### src/rtl/fifo_wr_arbiter_pkg.sv
// Shared types, default parameters and helpers for the round-robin FIFO write arbiter.
package fifo_arb_pkg;

    typedef enum logic {
        IDLE  = 1'b0,
        GRANT = 1'b1
    } arb_state_t;

    localparam int DEF_NUM_REQ    = 4;
    localparam int DEF_DATA_WIDTH = 8;
    localparam int DEF_BURST_MAX  = 4;
    localparam int WR_COUNT_W     = 16;

    // Ceiling log2 that never returns less than 1, so a derived vector width
    // is always legal even for degenerate parameter values.
    function automatic int clog2_min1(input int n);
        int r;
        r = 0;
        while ((1 << r) < n) begin
            r = r + 1;
        end
        return (r < 1) ? 1 : r;
    endfunction

endpackage

### src/rtl/fifo_wr_arbiter_if.sv
// Bundle of requester-side and FIFO-side signals seen by the write arbiter.
// master: the arbiter; slave: the requesters plus FIFO that surround it.
interface fifo_wr_arbiter_if #(
    parameter int NUM_REQ    = fifo_arb_pkg::DEF_NUM_REQ,
    parameter int DATA_WIDTH = fifo_arb_pkg::DEF_DATA_WIDTH
);
    localparam int OW = fifo_arb_pkg::clog2_min1(NUM_REQ);

    logic [NUM_REQ-1:0]            req;
    logic [NUM_REQ*DATA_WIDTH-1:0] req_data;
    logic [NUM_REQ-1:0]            gnt;
    logic                          fifo_full;
    logic                          fifo_wr_en;
    logic [DATA_WIDTH-1:0]         fifo_data;
    logic [OW-1:0]                 owner;
    logic [fifo_arb_pkg::WR_COUNT_W-1:0] wr_count;

    modport master (
        input  req, req_data, fifo_full,
        output gnt, fifo_wr_en, fifo_data, owner, wr_count
    );

    modport slave (
        output req, req_data, fifo_full,
        input  gnt, fifo_wr_en, fifo_data, owner, wr_count
    );

endinterface

### src/rtl/fifo_wr_arbiter_picker.sv
// Combinational circular first-set search: scans req starting at start_i and
// wrapping, reporting the first requester found.
module fifo_rr_picker
    import fifo_arb_pkg::*;
#(
    parameter int NUM_REQ = DEF_NUM_REQ,
    localparam int IW     = clog2_min1(NUM_REQ)
) (
    input  logic [NUM_REQ-1:0] req_i,
    input  logic [IW-1:0]      start_i,
    output logic               found_o,
    output logic [IW-1:0]      sel_o
);

    // Walk the requesters in priority order; the first hit wins.
    always_comb begin
        int          k;
        logic [IW-1:0] idx;
        found_o = 1'b0;
        sel_o   = '0;
        k       = 0;
        idx     = '0;
        for (int i = 0; i < NUM_REQ; i++) begin
            k   = (int'(start_i) + i) % NUM_REQ;
            idx = IW'(k);
            if (!found_o && req_i[idx]) begin
                found_o = 1'b1;
                sel_o   = idx;
            end
        end
    end

endmodule

### src/rtl/fifo_wr_arbiter.sv
// Round-robin arbiter sharing one FIFO write port among NUM_REQ producers,
// with bounded bursts and full-flag back-pressure.
//
//   state | meaning
//   ------+------------------------------------------------------------
//   IDLE  | no grant; pick next requester circularly from owner+1
//   GRANT | gnt[owner] held; each accepted word counts toward the burst
module fifo_wr_arbiter
    import fifo_arb_pkg::*;
#(
    parameter int NUM_REQ    = DEF_NUM_REQ,
    parameter int DATA_WIDTH = DEF_DATA_WIDTH,
    parameter int BURST_MAX  = DEF_BURST_MAX
) (
    input  logic              clk_i,
    input  logic              reset_i,
    fifo_wr_arbiter_if.master bus
);

    localparam int OW = clog2_min1(NUM_REQ);
    localparam int BW = clog2_min1(BURST_MAX + 1);

    localparam logic [OW-1:0] OWNER_LAST = OW'(NUM_REQ - 1);
    localparam logic [BW-1:0] BEAT_LAST  = BW'(BURST_MAX - 1);

    arb_state_t                state_q, state_d;
    logic [OW-1:0]             owner_q, owner_d;
    logic [NUM_REQ-1:0]        gnt_q, gnt_d;
    logic [BW-1:0]             beat_q, beat_d;
    logic [WR_COUNT_W-1:0]     wr_count_q, wr_count_d;

    logic [OW-1:0]             pick_start;
    logic                      pick_found;
    logic [OW-1:0]             pick_sel;
    logic                      accept;
    logic [DATA_WIDTH-1:0]     words [NUM_REQ];

    // Priority begins just past the last grantee, wrapping at NUM_REQ-1.
    always_comb begin
        pick_start = (owner_q == OWNER_LAST) ? '0 : owner_q + 1'b1;
    end

    fifo_rr_picker #(
        .NUM_REQ (NUM_REQ)
    ) u_picker (
        .req_i   (bus.req),
        .start_i (pick_start),
        .found_o (pick_found),
        .sel_o   (pick_sel)
    );

    // Split the flat requester data bus into per-requester words.
    always_comb begin
        for (int i = 0; i < NUM_REQ; i++) begin
            words[i] = bus.req_data[i*DATA_WIDTH +: DATA_WIDTH];
        end
    end

    // Next-state logic: grant selection, accept qualification and release.
    always_comb begin
        state_d    = state_q;
        owner_d    = owner_q;
        gnt_d      = gnt_q;
        beat_d     = beat_q;
        wr_count_d = wr_count_q;
        accept     = 1'b0;

        unique case (state_q)
            IDLE: begin
                gnt_d = '0;
                if (pick_found) begin
                    owner_d = pick_sel;
                    gnt_d   = {{(NUM_REQ-1){1'b0}}, 1'b1} << pick_sel;
                    beat_d  = '0;
                    state_d = GRANT;
                end
            end

            GRANT: begin
                // Reset suppresses the in-flight word so nothing lands in the FIFO.
                accept = bus.req[owner_q] & ~bus.fifo_full & ~reset_i;
                if (!bus.req[owner_q]) begin
                    state_d = IDLE;
                    gnt_d   = '0;
                end else if (accept) begin
                    beat_d     = beat_q + 1'b1;
                    wr_count_d = wr_count_q + 1'b1;
                    // Burst limit only releases on an actual accept, so a full
                    // FIFO defers the release rather than shortening the burst.
                    if (beat_q == BEAT_LAST) begin
                        state_d = IDLE;
                        gnt_d   = '0;
                    end
                end
            end

            default: begin
                state_d = IDLE;
                gnt_d   = '0;
            end
        endcase
    end

    // State and counter registers with synchronous active-high reset.
    always_ff @(posedge clk_i) begin
        if (reset_i) begin
            state_q    <= IDLE;
            owner_q    <= OWNER_LAST;
            gnt_q      <= '0;
            beat_q     <= '0;
            wr_count_q <= '0;
        end else begin
            state_q    <= state_d;
            owner_q    <= owner_d;
            gnt_q      <= gnt_d;
            beat_q     <= beat_d;
            wr_count_q <= wr_count_d;
        end
    end

    assign bus.gnt        = gnt_q;
    assign bus.owner      = owner_q;
    assign bus.wr_count   = wr_count_q;
    assign bus.fifo_wr_en = accept;
    assign bus.fifo_data  = words[owner_q];

endmodule

### src/flat_wrapper.sv
// flat-port wrapper written by rule: the top's interface ports become plain ports
module fifo_wr_arbiter_flat import fifo_arb_pkg::*;
#(
    parameter int NUM_REQ    = DEF_NUM_REQ,
    parameter int DATA_WIDTH = DEF_DATA_WIDTH,
    parameter int BURST_MAX  = DEF_BURST_MAX
)
  (clk_i, reset_i, bus_req, bus_req_data, bus_fifo_full, bus_gnt, bus_fifo_wr_en, bus_fifo_data, bus_owner, bus_wr_count);
  fifo_wr_arbiter_if #(.NUM_REQ(NUM_REQ), .DATA_WIDTH(DATA_WIDTH)) bus_i ();
  input  logic clk_i;
  input  logic reset_i;
  input wire logic [$bits(bus_i.req)-1:0] bus_req;
  input wire logic [$bits(bus_i.req_data)-1:0] bus_req_data;
  input wire logic [$bits(bus_i.fifo_full)-1:0] bus_fifo_full;
  output wire logic [$bits(bus_i.gnt)-1:0] bus_gnt;
  output wire logic [$bits(bus_i.fifo_wr_en)-1:0] bus_fifo_wr_en;
  output wire logic [$bits(bus_i.fifo_data)-1:0] bus_fifo_data;
  output wire logic [$bits(bus_i.owner)-1:0] bus_owner;
  output wire logic [$bits(bus_i.wr_count)-1:0] bus_wr_count;
  assign bus_i.req = bus_req;
  assign bus_i.req_data = bus_req_data;
  assign bus_i.fifo_full = bus_fifo_full;
  assign bus_gnt = bus_i.gnt;
  assign bus_fifo_wr_en = bus_i.fifo_wr_en;
  assign bus_fifo_data = bus_i.fifo_data;
  assign bus_owner = bus_i.owner;
  assign bus_wr_count = bus_i.wr_count;
  fifo_wr_arbiter #(.NUM_REQ(NUM_REQ), .DATA_WIDTH(DATA_WIDTH), .BURST_MAX(BURST_MAX)) u_core (.clk_i(clk_i), .reset_i(reset_i), .bus(bus_i));
endmodule
### config.mk
export PLATFORM = sky130hd
export DESIGN_NAME = fifo_wr_arbiter_flat
export DESIGN_NICKNAME = d
export VERILOG_FILES = /design/src/rtl/fifo_wr_arbiter_pkg.sv /design/src/rtl/fifo_wr_arbiter_if.sv /design/src/rtl/fifo_wr_arbiter_picker.sv /design/src/rtl/fifo_wr_arbiter.sv /design/src/flat_wrapper.sv
export SDC_FILE = /design/constraint.sdc
export NUM_CORES = 1
export LEC_CHECK = 0
export BUFFER_PORTS_ARGS = -buffer_cell sky130_fd_sc_hd__buf_4
export CAP_MARGIN = 20
export CORE_UTILIZATION = 26
export CTS_BUF_LIST = sky130_fd_sc_hd__clkbuf_2 sky130_fd_sc_hd__clkbuf_4 sky130_fd_sc_hd__clkbuf_8
export DETAILED_ROUTE_END_ITERATION = 12
export MAX_ROUTING_LAYER = met4
export PLACE_DENSITY = 0.49
export RECOVER_POWER = 100
export SYNTH_ARGS = -nofsm -noshare
export SYNTH_HDL_FRONTEND = slang
export SYNTH_SLANG_ARGS = --single-unit
### constraint.sdc
create_clock -name clk_i -period 1.8 [get_ports clk_i]
set_clock_uncertainty 0.1 [all_clocks]
set_input_delay 0.18 -clock clk_i [delete_from_list [all_inputs] [get_ports clk_i]]
set_output_delay 0.18 -clock clk_i [all_outputs]
set_load 0.05 [all_outputs]
After elaboration in Yosys (flattened, before gate mapping)
Index checks and enable logic that the tools add are counted.

storage, ports and cells
  word-level logic and storage cells = 78
  register bits = 26
  input bits = 39
  output and inout bits = 31

operators by class
  add/sub/neg operators = 6
  order comparisons = 6
  mux-type cells = 37
  bitwise logic cells = 6
  shift operators = 1
  eq/ne operators = 7
  reduce and logical (&&, ||, !) cells = 10

operators with widths
  cell                                                  count
  adder 16 x 1 -> 16 bit (second input constant)        1
  binary-select mux 8 bit (select 2 bit)                1
  2-to-1 mux 4 bit                                      4
  2-to-1 mux 8 bit                                      2
  < comparator 2 x 3 -> 1 bit (second input constant)   5
  2-to-1 mux 1 bit                                      14
  binary-select mux 1 bit (select 2 bit)                5
  2-to-1 mux 2 bit                                      5
  2-to-1 mux 3 bit                                      3
  case mux 4 bit (2 select lines)                       1
  inequality test 3 bit (second input constant)         2
  case mux 3 bit (2 select lines)                       1
  AND reduction 3 bit                                   2
  adder 2 x 1 -> 2 bit (second input constant)          2
  adder 2 bit (second input constant)                   2
  inequality test 2 bit (second input constant)         2
  AND reduction 2 bit                                   2
  << shifter 1 x 2 -> 4 bit (first input constant)      1
  adder 3 x 1 -> 3 bit (second input constant)          1
  equality test 3 x 2 -> 1 bit (second input constant)  1
  >= comparator 3 bit (second input constant)           1
  logical AND 1 bit                                     3
  logical NOT 1 bit                                     3
  NOT 1 bit                                             3
  other kinds (5)                                       6

Logic depth before layout (Yosys ltp)
Gate-level depths: netlist of the first run.

  depth after elaboration = 17
  gate-level depth with buffers = 7
  gate-level depth less buffers = 6

Hierarchy
From an unflattened synthesis of the first run, not the netlist that was laid out.

unflattened totals
  cell total of the unflattened synthesis = 150
  area, all modules = 1421.4 um^2

modules (own cells, without submodules)
  module           sequential area each (um^2)  cells an instance  instances  area each (um^2)
  fifo_wr_arbiter  520.5                        135                1          1343.8
  fifo_rr_picker   0.0                          15                 1          77.6

Least setup slack after synthesis of the first run
Ideal clock, no wire load.

  path type = register to register
  start = reg u_core.owner_q[0], in the netlist u_core.bus.owner[0]
  end = reg u_core.wr_count_q[3], in the netlist u_core.bus.wr_count[3]
  slack = -396 ps
  clock period less this slack = 2196 ps
  arrival time = 1969 ps
  buffers on the path = 0
  stages on the path, launching flop included = 7
  required time = 1572 ps
  path through = dfxtp_1 > mux4_2 > nand3_4 > inv_2 > nand4_1 > xor2_1 > nor2_1

between the ends
  cells in the longest elaborated chain, start to end = 5

RTL lines
  item                                        line                                          RTL
  start: declaration                          fifo_wr_arbiter.sv:27                         logic [OW-1:0] owner_q, owner_d;
  start signal: assignment                    fifo_wr_arbiter.sv:114                        owner_q <= owner_d;
  binary-select mux 1 bit (select 2 bit) (*)  fifo_wr_arbiter.sv:81, fifo_wr_arbiter.sv:82
  2-to-1 mux 1 bit (not written as such) (*)  fifo_wr_arbiter.sv:81, fifo_wr_arbiter.sv:82
  bitwise AND 1 bit (2 in a row)              fifo_wr_arbiter.sv:81                         accept = bus.req[owner_q] & ~bus.fifo_full & ~reset_i;
  AND reduction 3 bit (no source line) (*)    -
  end signal: assignment                      fifo_wr_arbiter.sv:117                        wr_count_q <= wr_count_d;
  end: declaration                            fifo_wr_arbiter.sv:30                         logic [WR_COUNT_W-1:0] wr_count_q, wr_count_d;

Mark *: on every way between the ends. The rest lies on a longest branch, timed or not. The select of a mux whose other input is x is not followed.
A chain may end at the register's enable or synchronous reset.

Final worst setup path of the first run
  start = reg u_core.owner_q[0], in the netlist u_core.bus.owner[0]
  end = out bus_fifo_wr_en

between the ends
  cells in the longest elaborated chain, start to end = 5

RTL lines
  item                                    line                   RTL
  binary-select mux 1 bit (select 2 bit)  fifo_wr_arbiter.sv:81
  2-to-1 mux 1 bit (not written as such)  fifo_wr_arbiter.sv:81
  bitwise AND 1 bit (2 in a row)          fifo_wr_arbiter.sv:81
  2-to-1 mux 1 bit                        fifo_wr_arbiter.sv:68  unique case (state_q)
  end: declaration                        flat_wrapper.sv:16     output wire logic [$bits(bus_i.fifo_wr_en)-1:0] bus_fifo_wr_en;

No other way between the ends. The select of a mux whose other input is x is not followed.

==> parameters.txt, run 1 <==
Parameter                              Value

Outcome
  Outcome ... complete, but fails checks
  Violated checks ... negative setup slack

Synth
  Leading area contributor after synthesis ... sky130_fd_sc_hd__dfxtp_1
  Count of warnings emitted by yosys ... 0
  Number of flip-flops and latches in the synthesized netlist ... 26
  Synthesized netlist cell count ... 156
  Most area-consuming cells after synthesis ... sky130_fd_sc_hd__dfxtp_1 36%, sky130_fd_sc_hd__mux4_2 14%, sky130_fd_sc_hd__xnor2_1 7.2%
  Post-synth top flop ... sky130_fd_sc_hd__dfxtp_1
  Share of synthesized cell area in full adder, half adder and majority cells ... 3.42%
  Portion of netlist area occupied by mux cells ... 13.8%
  Largest family of logic cells by synthesized area ... simple AND/OR/NAND/NOR gates
  Top-area cell type share of the netlist area ... 35.6%
  Post-Syn Area per Cell ... 9.38 µm²
  Sequential area share after synthesis ... 35.6%
  Basic-gate share of the synthesized area counting and, or, nand and nor cells ... 25.9%
  Number of nets produced by synthesis ... 199
  Number of flops mapped to enable cells by yosys ... 0
  Share of the synthesized netlist area taken by xor and xnor gates ... 8.38%
  Number of distinct library cells after synthesis ... 32
  Netlist area before placement ... 1460 µm²
  FFs w/ async S/R, synth ... 0%
  Area fraction in compound gates after synthesis ... 8.46%

CTS
  Number of buffers on the longest clock path ... 2
  Worst skew pair latency ... 270 ps
  Number of buffers created by CTS ... 3
  CTS tree ... built
  Clk pin slew, worst setup/hold paths ... 90 ps
  Number of clock sinks seen by CTS ... 26
  Level count of the clock H-tree ... 1
  Hold buffer count at cts ... 0
  Cell at the root of the clock tree ... sky130_fd_sc_hd__clkbuf_8

Final layout
  Antenna Cells ... 0
  Area used by sequential logic in the layout ... 532 µm²
  Area occupied by multi-input gates ... 903 µm²
  Fraction of the core area covered by cells at the end of the flow ... 42.0%
  Share of layout cells above drive strength 1 ... 40.1%
  Leading cell types in the layout, fill and taps excluded ... 49 x sky130_fd_sc_hd__buf_4, 26 x sky130_fd_sc_hd__nor2_1, 22 x sky130_fd_sc_hd__clkbuf_1, 21 x sky130_fd_sc_hd__dfxtp_1, 12 x sky130_fd_sc_hd__xnor2_1
  Final-layout fill cell count ... 545
  Number of nets in the layout ... 281
  Most common library cell in the layout ignoring fill and taps ... sky130_fd_sc_hd__buf_4
  Non-filler instance count after layout ... 307
  Synthesis-to-finish area growth ... 51.1%

Worst setup path
  Worst Setup Path Type ... flip-flop to primary output
  Cell type of the slowest stage on the worst timing path ... sky130_fd_sc_hd__mux4_2
  R2r setup slk ... 0 ps
  Buf+Inv Stages, Crit Path ... 2
  Peak per-stage delay on the critical path ... 560 ps
  Startpoint type of the worst setup path ... flip-flop
  Highest net fanout along the worst path ... 5
  Arrival time reported for the critical path endpoint ... 1550 ps
  Endpoint required time on the critical path ... 1520 ps
  CP cell instances ... mux4_2 > nand3_4 > inv_6 > buf_8
  Category of cells accounting for the largest share of critical-path delay ... multiplexers
  Worst setup EP type ... primary output

STA
  Number of hold violations in the final report ... 0
  Part of the cycle the worst path needs ... 102%
  RSZ-0062 raised after global routing ... true
  Fmax ... 545 MHz
  Final critical path time including I/O delays and setup ... 1830 ps
  Fin. max-slew vios ... 0
  Setup WS post-layout ... -33.9 ps
  Worst-Margin Slew ... 604 ps
  Aggregate negative setup slack ... -35.7 ps
  Count of endpoints failing setup in the final report ... 2
  Worst slew margin relative to its limit ... 59.9%

Floorplan
  Core Rows ... 26
  Height of the die ... 77.0 µm
  Effective utilization at floorplan ... 27.8%
  Core area ... 5270 µm²
  Die area ... 5930 µm²
  Die width ... 77.0 µm
  Number of top-level design ports ... 70

Routing
  Drt drc ... 0
  Overall routed net length ... 3800 µm
  WL met1 ... 1650 µm
  Vias per Instance ... 4.65
  TritonRoute pass-1 iters ... 4
  Top Metal Used ... met4
  Antenna Nets Post-Route ... 0
  Average wire per cell in the routed design ... 12.4 µm
  Initial DRC Count ... 54
  Via total after detailed routing ... 1429
  Met3 wire length ... 342 µm
  Met2 routed WL ... 1790 µm

GRT
  Largest net degree at the start of global routing ... 27
  Wire length of the first global-routing pass ... 6260 µm
  Congestion Overflow GR ... 0
  Via count of the first global-routing pass ... 1336
  Antenna violations before repair ... 0
  Combined global-route utilization of all metal layers ... 13.4%

Place
  HPWL after DPL ... 2940 µm
  Number of placed instances, taps included ... 299
  Total of buffers placed on input and output ports ... 69
  Routability congestion estimate ... 0.758

Power and ir drop
  Power density of the placed cells ... 734 nW/µm²
  Switching part of the total power ... 35.7%
  Part of the power in registers ... 38.4%
  Cell-internal power ... 1.04 mW
  Static leakage ... 0.826 nW
  Share of total power in the clock network ... 20.8%
  Part of the total power dissipated in combinational logic ... 40.8%
  Net switching component of the power ... 0.580 mW
  Worst VDD drop ... 0.324 mV

Job
  Max capacitance violation total ... 0

Min path
  Hold Crit Class ... input port to flip-flop
[synth_stat cells, drive strengths merged, types with 2 or more instances]
master,n
dfxtp,26
nor2,26
nand2,12
xnor2,12
mux4,9
nor3,9
a21oi,8
inv,7
nand3,6
o21ai,5
clkbuf,4
ha,4
nor4,4
buf,3
nand4,3
or3,3
a32oi,2
and4,2
nand2b,2
or2,2
xor2,2
[registers in the layout, indices dropped and copies added (netlist names)]
signal / cells
u_core.state_q: 1
u_core.bus.gnt: 4
u_core.bus.wr_count: 16
u_core.beat_q: 3
u_core.bus.owner: 2
[kinds of logic (layout without fill, tap and decap cells)]
family | after synthesis | count (layout)
adder cells (fa/ha/maj) | 4 | 4
buffers and inverters | 14 | 95
XOR/XNOR | 14 | 14
AO/OA/AOI/OAI | 20 | 20
multiplexers | 9 | 9
flip-flops | 26 | 26
AND/OR/NAND/NOR | 69 | 69
[worst reg2reg max path, cell delays in order (launching register included)]
cell and delay, ps:
sky130_fd_sc_hd__dfxtp_4 410, sky130_fd_sc_hd__mux4_2 560, sky130_fd_sc_hd__nand3_4 130, sky130_fd_sc_hd__buf_8 160
sky130_fd_sc_hd__buf_4 120, sky130_fd_sc_hd__nor3_2 40, sky130_fd_sc_hd__xnor2_1 130, sky130_fd_sc_hd__nor2_1 50
[stage by stage]
stage | area, µm² | worst slack, ps | hold slack, ps | total power, mW
finish | 2210 | -33.9 | 274 | 1.62
global placement | 2140 | 10.4 | 348 | 1.26
detailed placement | 2140 | -16.5 | 353 | 1.25
global route | 2210 | -89.7 | 289 | 1.71
floorplan | 1500 | 2.24 | 348 | 1.06
CTS | 2270 | -41.1 | 274 | 1.65
[layer usage]
| layer | track usage, % | up-vias |
|---|---|---|
| li1 | - | 724 |
| met1 | 15.9 | 644 |
| met2 | 22.7 | 59 |
| met3 | 3.33 | 2 |
| met4 | 3.21 | 0 |
| met5 | - | - |
[power by group through the flow]
stage / registers (mW) / logic (mW) / clock network, mW
after floorplan: 0.697 / 0.366 / 0
after global placement: 0.637 / 0.618 / 0
after detailed placement: 0.638 / 0.615 / 0
after CTS: 0.625 / 0.672 / 0.353
after global routing: 0.629 / 0.697 / 0.380
final: 0.625 / 0.662 / 0.338
[final cells by class]
| cell class | instances | area share, % |
|---|---|---|
| Multi-Input combinational cell | 116 | 40.8 |
| Timing Repair Buffer | 84 | 27.7 |
| Sequential cell | 26 | 24.0 |
| Tap cell | 70 | 3.96 |
| Clock buffer | 3 | 1.87 |
| Inverter | 7 | 1.41 |
| Clock inverter | 1 | 0.170 |
[repair_timing]
action	in CTS	in global routing
pin swaps	2	3
buffers inserted	3	1
endpoints found under the hold margin	0	0
resized for setup	17	4
endpoints found under the setup margin	11	24
[worst paths after layout]
check / startpoint / endpoint / cells after the start
setup / recovery: u_core.bus.owner[0]$_SDFFE_PP1P_ / bus_fifo_wr_en / 4
hold / removal: reset_i / u_core.bus.wr_count[0]$_SDFFE_PP0P_ / 3
setup reg to reg: u_core.bus.owner[0]$_SDFFE_PP1P_ / u_core.bus.wr_count[5]$_SDFFE_PP0P_ / 7
hold reg to reg: u_core.bus.gnt[3]$_SDFFE_PP0P_ / u_core.bus.gnt[3]$_SDFFE_PP0P_ / 2
No activity file was read; power rests on OpenSTA's default activity.
==> run 2, diff against run 1 <==
Settings changed: MAX_ROUTING_LAYER met4 to not set.
==> run 2 against run 1 <==
The run still ends with negative setup slack left. Sequential cell count did not move. Clock power barely moved. Via count rose by 0.77%. Non-clock buffer count did not move. Total power barely moved. Setup slack improved by 1.5 ps. Core utilization did not move. Combinational power barely moved. Count of clock-buffer cells in the layout did not move. Wire length fell by 0.11%. Cell area did not move. Critical path type unchanged.
==> parameters.txt, run 2 (synthesis results as in run 1) <==
Parameter                              Value

Worst setup path
  Startpoint type of the worst setup path ... flip-flop
  Worst setup EP type ... primary output
  R2r setup slk ... 0 ps (unchanged)
  Cell type of the slowest stage on the worst timing path ... sky130_fd_sc_hd__mux4_2
  Worst reg2reg endpoint ... u_core.bus.wr_count[5]$_SDFFE_PP0P_
  CP cell instances ... mux4_2 > nand3_4 > inv_6 > buf_8
  Endpoint required time on the critical path ... 1520 ps (about the same)
  Arrival time reported for the critical path endpoint ... 1550 ps (about the same)
  Category of cells accounting for the largest share of critical-path delay ... multiplexers
  Peak per-stage delay on the critical path ... 560 ps (about the same)
  Cell count of the worst reg-to-reg path ... 7 (unchanged)
  Critical R2R Launch ... u_core.bus.owner[0]$_SDFFE_PP1P_
  Worst Setup Path Type ... flip-flop to primary output
  Highest net fanout along the worst path ... 5 (unchanged)
  Buf+Inv Stages, Crit Path ... 2 (unchanged)

Power and ir drop
  Static leakage ... 0.826 nW (unchanged)
  Part of the power in registers ... 38.5% (about the same)
  Switching part of the total power ... 35.7% (-0.053 points)
  Net switching component of the power ... 0.579 mW (-0.23%)
  Part of the total power dissipated in combinational logic ... 40.8% (about the same)
  Power density of the placed cells ... 734 nW/µm² (about the same)
  Share of total power in the clock network ... 20.7% (about the same)
  Cell-internal power ... 1.04 mW (about the same)
  Power after layout ... 1.62 mW (about the same)
  Worst VDD drop ... 0.323 mV (-0.36%)

Final layout
  Area used by sequential logic in the layout ... 532 µm² (unchanged)
  Leading cell types in the layout, fill and taps excluded ... 49 x sky130_fd_sc_hd__buf_4, 26 x sky130_fd_sc_hd__nor2_1, 22 x sky130_fd_sc_hd__clkbuf_1, 21 x sky130_fd_sc_hd__dfxtp_1, 12 x sky130_fd_sc_hd__xnor2_1
  Non-filler instance count after layout ... 307 (unchanged)
  Number of nets in the layout ... 281 (unchanged)
  Area occupied by multi-input gates ... 903 µm² (unchanged)
  Most common library cell in the layout ignoring fill and taps ... sky130_fd_sc_hd__buf_4
  Share of layout cells above drive strength 1 ... 40.1% (unchanged)
  Antenna Cells ... 0 (unchanged)
  Max reg flops ... 16 (unchanged)
  Fraction of the core area covered by cells at the end of the flow ... 42.0% (unchanged)
  Synthesis-to-finish area growth ... 51.1% (unchanged)
  Final-layout fill cell count ... 545 (unchanged)

Min path
  Hold Crit Class ... input port to flip-flop
  Cell count of the worst hold path ... 3 (unchanged)
  End point of the worst hold path ... u_core.bus.wr_count[0]$_SDFFE_PP0P_
  Hold_sp ... reset_i

Outcome
  Violated checks ... negative setup slack
  Outcome ... complete, but fails checks

STA
  Setup WS post-layout ... -32.4 ps (+1.49 ps)
  Fmax ... 546 MHz (about the same)
  Final critical path time including I/O delays and setup ... 1830 ps (-1.49 ps)
  RSZ-0062 raised after global routing ... true
  Worst slew margin relative to its limit ... 59.9% (unchanged)
  Aggregate negative setup slack ... -32.7 ps (+3.06 ps)
  Count of endpoints failing setup in the final report ... 2 (unchanged)
  Worst-Margin Slew ... 604 ps (unchanged)
  Fin. max-slew vios ... 0 (unchanged)
  Number of hold violations in the final report ... 0 (unchanged)
  Part of the cycle the worst path needs ... 102% (about the same)

CTS
  Clk pin slew, worst setup/hold paths ... 90 ps (about the same)
  Cell at the root of the clock tree ... sky130_fd_sc_hd__clkbuf_8
  CTS tree ... built
  Number of buffers created by CTS ... 3 (unchanged)
  Worst skew pair latency ... 270 ps (about the same)
  Level count of the clock H-tree ... 1 (unchanged)
  Number of clock sinks seen by CTS ... 26 (unchanged)
  Number of buffers on the longest clock path ... 2 (unchanged)

Place
  Setup Slack @ Placement ... -16.5 ps (unchanged)
  Routability congestion estimate ... 0.748 (-1.3%)
  HPWL after DPL ... 2940 µm (unchanged)
  Total of buffers placed on input and output ports ... 69 (unchanged)
  Number of placed instances, taps included ... 299 (unchanged)

Floorplan
  Core Rows ... 26 (unchanged)
  Effective utilization at floorplan ... 27.8% (unchanged)
  Die area ... 5930 µm² (unchanged)
  Die width ... 77.0 µm (unchanged)
  Number of top-level design ports ... 70 (unchanged)
  Core area ... 5270 µm² (unchanged)
  Height of the die ... 77.0 µm (unchanged)

Routing
  Initial DRC Count ... 54 (unchanged)
  TritonRoute pass-1 iters ... 4 (unchanged)
  Overall routed net length ... 3790 µm (-0.11%)
  Vias per Instance ... 4.69 (+0.77%)
  Antenna Nets Post-Route ... 0 (unchanged)
  Via total after detailed routing ... 1440 (+0.77%)
  Average wire per cell in the routed design ... 12.4 µm (-0.11%)
  Drt drc ... 0 (unchanged)

GRT
  Congestion Overflow GR ... 0 (unchanged)
  Via count of the first global-routing pass ... 1339 (+0.22%)
  Antenna violations before repair ... 0 (unchanged)
  Combined global-route utilization of all metal layers ... 13.0% (-0.37 points)
  Largest net degree at the start of global routing ... 27 (unchanged)
  Wire length of the first global-routing pass ... 6250 µm (-0.11%)

Job
  Max capacitance violation total ... 0 (unchanged)
[run 2: cell type report]
| class | instances | area share [%] |
|---|---|---|
| Clock inverter | 1 | 0.170 |
| Tap cell | 70 | 3.96 |
| Clock buffer | 3 | 1.87 |
| Timing Repair Buffer | 84 | 27.7 |
| Multi-Input combinational cell | 116 | 40.8 |
| Sequential cell | 26 | 24.0 |
| Inverter | 7 | 1.41 |
[run 2: metal layers]
metal | part of all wire (%) | global-route usage [%] | routed length (µm) | vias to the layer above
li1 | - | - | - | 724
met1 | 43 | 15.8 | 1630 | 650
met2 | 47 | 22.7 | 1790 | 64
met3 | 9.3 | 3.45 | 353 | 2
met4 | 0.47 | 3.21 | 18 | 0
met5 | 0 | 0 | 0 | -
[run 2: power groups by stage]
stage                     sequential, mW  combinational, mW  clock [mW]
after floorplan                    0.697              0.366           0
after global placement             0.637              0.618           0
after detailed placement           0.638              0.615           0
after CTS                          0.625              0.672       0.353
after global routing               0.629              0.697       0.380
final                              0.625              0.662       0.336
[run 2: repair_timing]
item / CTS / global route
setup buffers: 3 / 1
endpoints found under the hold margin: 0 / 0
gates resized for setup: 17 / 4
pin swaps: 2 / 3
hold buffers: 0 / 0
endpoints found under the setup margin: 11 / 24
[run 2: stage by stage]
stage                     cell area [µm²]  hold slack, ps
after floorplan                      1500             348
after global placement               2140             348
after detailed placement             2140             353
after CTS                            2270             274
after global routing                 2210             289
final                                2210             275
[run 2: how the worst max path moves through the flow]
stage / start / end / slack, ps / cells past startpoint
2_1_floorplan: u_core.bus.owner[0]$_SDFFE_PP1P_ / u_core.bus.gnt[3]$_SDFFE_PP0P_ / 2 / 6
3_3_place_gp: u_core.bus.owner[0]$_SDFFE_PP1P_ / u_core.bus.gnt[1]$_SDFFE_PP0P_ / 10 / 6
3_5_place_dp: u_core.bus.owner[0]$_SDFFE_PP1P_ / u_core.bus.gnt[3]$_SDFFE_PP0P_ / -20 / 6
4_1_cts: u_core.bus.owner[0]$_SDFFE_PP1P_ / bus_fifo_wr_en / -40 / 4
5_1_grt: u_core.bus.owner[0]$_SDFFE_PP1P_ / u_core.bus.wr_count[5]$_SDFFE_PP0P_ / -90 / 7
6_report: u_core.bus.owner[0]$_SDFFE_PP1P_ / bus_fifo_wr_en / -30 / 4
[run 2: worst reg2reg max path, delay by kind of cell (launching register included)]
family | cells | cell delay [ps]
XOR/XNOR | 1 | 130
buffers and inverters | 2 | 280
multiplexers | 1 | 560
flip-flops | 1 | 410
AND/OR/NAND/NOR | 3 | 220
==> run 3, diff against run 2 <==
Settings changed: SETUP_SLACK_MARGIN set to 0.02, SYNTH_HIERARCHICAL set to 1.
==> run 3 against run 2 <==
The flow still finishes with violations (negative setup slack). Combinational power up 26%. Critical path depth unchanged. Total power up 13%. Via count up 2.4%. Sequential power up 1%. Final cell count down 0.65%. Non-clock buffer count up 3. Clock power up 11%. Largest power group unchanged. Setup slack worse by 12 ps. Global-route usage up 1.5 points. Synthesized area down 2.9%.
==> parameters.txt, run 3 <==
Parameter                              Value

Floorplan
  Number of top-level design ports ... 70 (unchanged)
  Effective utilization at floorplan ... 27.5% (-0.30 points)
  Core Rows ... 26 (unchanged)
  Die area ... 5770 µm² (-2.8%)
  Die width ... 75.9 µm (-1.4%)
  Core area ... 5170 µm² (-1.9%)
  Height of the die ... 75.9 µm (-1.4%)

GRT
  Congestion Overflow GR ... 0 (unchanged)
  Antenna violations before repair ... 0 (unchanged)
  Via count of the first global-routing pass ... 1466 (+9.5%)
  Combined global-route utilization of all metal layers ... 14.5% (+1.5 points)
  Largest net degree at the start of global routing ... 24 (-11%)
  Wire length of the first global-routing pass ... 6870 µm (+9.8%)

Routing
  Average wire per cell in the routed design ... 13.6 µm (+10%)
  Antenna Nets Post-Route ... 0 (unchanged)
  Initial DRC Count ... 58 (+7.4%)
  Vias per Instance ... 4.84 (+3.1%)
  TritonRoute pass-1 iters ... 4 (unchanged)
  Via total after detailed routing ... 1475 (+2.4%)
  Drt drc ... 0 (unchanged)
  Overall routed net length ... 4160 µm (+9.7%)

Outcome
  Outcome ... complete, but fails checks
  Violated checks ... negative setup slack

Synth
  Most used standard cells in the synthesized netlist ... 26 x sky130_fd_sc_hd__dfxtp_1, 13 x sky130_fd_sc_hd__a21oi_1, 13 x sky130_fd_sc_hd__nor2_1, 10 x sky130_fd_sc_hd__o21ai_0
  Number of flip-flops and latches in the synthesized netlist ... 26 (unchanged)
  Count of warnings emitted by yosys ... 6 (+6)
  Post-Syn Area per Cell ... 9.48 µm² (+0.98%)
  Post-synth top flop ... sky130_fd_sc_hd__dfxtp_1
  Number of distinct library cells after synthesis ... 32 (unchanged)
  Sequential area share after synthesis ... 36.6% (+1.1 points)
  Number of flops mapped to enable cells by yosys ... 0 (unchanged)
  FFs w/ async S/R, synth ... 0% (unchanged)
  Synthesized netlist cell count ... 150 (-3.8%)
  Number of nets produced by synthesis ... 193 (-3.0%)
  Top-area cell type share of the netlist area ... 36.6% (+1.1 points)
  Netlist area before placement ... 1420 µm² (-2.9%)
  Most area-consuming cells after synthesis ... sky130_fd_sc_hd__dfxtp_1 37%, sky130_fd_sc_hd__mux4_2 14%, sky130_fd_sc_hd__a21oi_1 4.6%
  Most instantiated library cell after synthesis ... sky130_fd_sc_hd__dfxtp_1
  Leading area contributor after synthesis ... sky130_fd_sc_hd__dfxtp_1

Place
  Routability congestion estimate ... 0.703 (-6.1%)
  HPWL after DPL ... 3150 µm (+6.9%)
  Total of buffers placed on input and output ports ... 69 (unchanged)

Power and ir drop
  Part of the power in registers ... 34.4% (-4.1 points)
  Static leakage ... 0.896 nW (+8.5%)
  Part of the total power dissipated in combinational logic ... 45.4% (+4.6 points)
  Power density of the placed cells ... 827 nW/µm² (+13%)
  Net switching component of the power ... 0.686 mW (+19%)
  Cell-internal power ... 1.15 mW (+10%)
  Switching part of the total power ... 37.3% (+1.7 points)
  Share of total power in the clock network ... 20.2% (-0.5 points)
  Worst VDD drop ... 0.358 mV (+11%)

Final layout
  Synthesis-to-finish area growth ... 56.4%
  Most common library cell in the layout ignoring fill and taps ... sky130_fd_sc_hd__buf_4
  Max reg flops ... 16 (unchanged)
  Leading cell types in the layout, fill and taps excluded ... 57 x sky130_fd_sc_hd__buf_4, 22 x sky130_fd_sc_hd__clkbuf_1, 17 x sky130_fd_sc_hd__dfxtp_1, 11 x sky130_fd_sc_hd__nor2_1, 9 x sky130_fd_sc_hd__mux4_2
  Fraction of the core area covered by cells at the end of the flow ... 43.0% (+1.0 points)
  Antenna Cells ... 0 (unchanged)
  Number of nets in the layout ... 279 (-0.71%)
  Share of layout cells above drive strength 1 ... 45.5% (+5.4 points)

Worst setup path
  Startpoint type of the worst setup path ... flip-flop
  Endpoint required time on the critical path ... 1520 ps (about the same)
  Buf+Inv Stages, Crit Path ... 2 (unchanged)
  Arrival time reported for the critical path endpoint ... 1560 ps (about the same)
  Cell type of the slowest stage on the worst timing path ... sky130_fd_sc_hd__mux4_2
  Highest net fanout along the worst path ... 5 (unchanged)
  Category of cells accounting for the largest share of critical-path delay ... multiplexers
  Peak per-stage delay on the critical path ... 560 ps (about the same)
  CP cell instances ... mux4_2 > nand2_4 > clkinvlp_4 > buf_6
  Worst Setup Path Type ... flip-flop to primary output
  Worst setup EP type ... primary output

Min path
  Hold Crit Class ... input port to flip-flop

STA
  Worst slew margin relative to its limit ... 58.5% (-1.4 points)
  Final critical path time including I/O delays and setup ... 1840 ps (+12.4 ps)
  Count of endpoints failing setup in the final report ... 4 (+2)
  Fin. max-slew vios ... 0 (unchanged)
  Setup WS post-layout ... -44.8 ps (-12.4 ps)
  Fmax ... 542 MHz (-0.67%)
  Part of the cycle the worst path needs ... 102% (+0.69 points)
  Number of hold violations in the final report ... 0 (unchanged)
  Final Hold Slack ... 277 ps (+2.49 ps)
  Aggregate negative setup slack ... -87.5 ps (-54.8 ps)
  Worst-Margin Slew ... 625 ps (+21.0 ps)
  RSZ-0062 raised after global routing ... true

CTS
  Cell at the root of the clock tree ... sky130_fd_sc_hd__clkbuf_8
  Clk pin slew, worst setup/hold paths ... 90 ps (about the same)
  Number of buffers created by CTS ... 3 (unchanged)
  Number of clock sinks seen by CTS ... 26 (unchanged)
  Level count of the clock H-tree ... 1 (unchanged)
  Worst skew pair latency ... 260 ps (about the same)
  CTS tree ... built
  Number of buffers on the longest clock path ... 2 (unchanged)
  Hold buffer count at cts ... 0 (unchanged)

Job
  Max capacitance violation total ... 0 (unchanged)
-- run 3: changes by cell type after synthesis, moves of 5 or more --
| cell | previous run | this run |
|---|---|---|
| sky130_fd_sc_hd__a21oi_1 | 8 | 13 |
| sky130_fd_sc_hd__nand2_1 | 12 | 5 |
| sky130_fd_sc_hd__nor2_1 | 26 | 13 |
| sky130_fd_sc_hd__nor3_2 | 5 | 0 |
| sky130_fd_sc_hd__o21ai_0 | 5 | 10 |
| sky130_fd_sc_hd__xnor2_1 | 12 | 2 |
-- run 3: timing repair --
action,4_1_cts,5_1_grt
setup endpoints to repair,13,30
resized for setup,7,18
setup buffers,4,3
pin swaps,2,12
-- run 3: through the flow --
step | area, µm² | setup slack (ps) | power (mW) | instances
detailed placement | 2110 | 0.142 | 1.43 | 294
floorplan | 1450 | -159 | 1.17 | 150
finish | 2220 | -44.8 | 1.84 | 305
global placement | 2110 | -19.3 | 1.43 | 294
CTS | 2230 | -64.1 | 1.85 | 302
global route | 2220 | -97.9 | 1.94 | 305
-- run 3: cells by family (layout without fill, tap and decap cells) --
| family | after synthesis | count (layout) | synth area share (%) |
|---|---|---|---|
| compound gates | 33 | 33 | 14.4 |
| xor+xnor | 7 | 7 | 4.31 |
| fa+ha+maj | 4 | 4 | 3.52 |
| buf+inv | 16 | 101 | 4.58 |
| flops | 26 | 26 | 36.6 |
| mux | 9 | 9 | 14.3 |
| simple gates | 55 | 55 | 22.3 |
-- run 3: worst reg2reg max path, cell delays in order, from the launching register on --
cell and delay [ps]:
sky130_fd_sc_hd__dfxtp_4 380, sky130_fd_sc_hd__mux4_2 380, sky130_fd_sc_hd__buf_6 140, sky130_fd_sc_hd__nand3_1 100, sky130_fd_sc_hd__or4_4 530, sky130_fd_sc_hd__a21oi_2 110
-- run 3: power by group through the flow --
stage               Combinational, mW  Clock [mW]  Sequential [mW]
finish                          0.834       0.372            0.633
global route                    0.874       0.425            0.637
CTS                             0.825       0.393            0.634
detailed placement              0.786           0            0.645
global placement                0.789           0            0.645
floorplan                       0.448           0            0.722
-- run 3: final timing paths --
path	to	slack [ps]	from	cells past startpoint
hold reg to reg	u_core/beat_q[2]$_SDFFE_PP0P_	370	u_core/beat_q[2]$_SDFFE_PP0P_	2
setup / recovery	bus_fifo_wr_en	-40	u_core/bus.owner[0]$_SDFFE_PP1P_	4
hold / removal	u_core/bus.wr_count[12]$_SDFFE_PP0P_	280	reset_i	3
setup reg to reg	u_core/bus.wr_count[15]$_SDFFE_PP0P_	0	u_core/bus.owner[0]$_SDFFE_PP1P_	5
-- run 3: area by class of cell --
| type | instances | area, µm² |
|---|---|---|
| tap | 70 | 87.6 |
| multi-input combinational | 108 | 898 |
| timing repair buffer | 87 | 604 |
| clock buffer | 4 | 55.1 |
| inverter | 10 | 41.3 |
| sequential | 26 | 537 |
| fill | 531 | 2950 |
-- run 3: layer usage --
layer  global-route usage [%]  vias up  part of all wire [%]
met5                        0        -                     0
met4                     5.77        0                   2.6
met3                     3.49        8                   7.5
met2                     23.5       60                    44
met1                     18.6      677                    46
li1                         -      730                     -
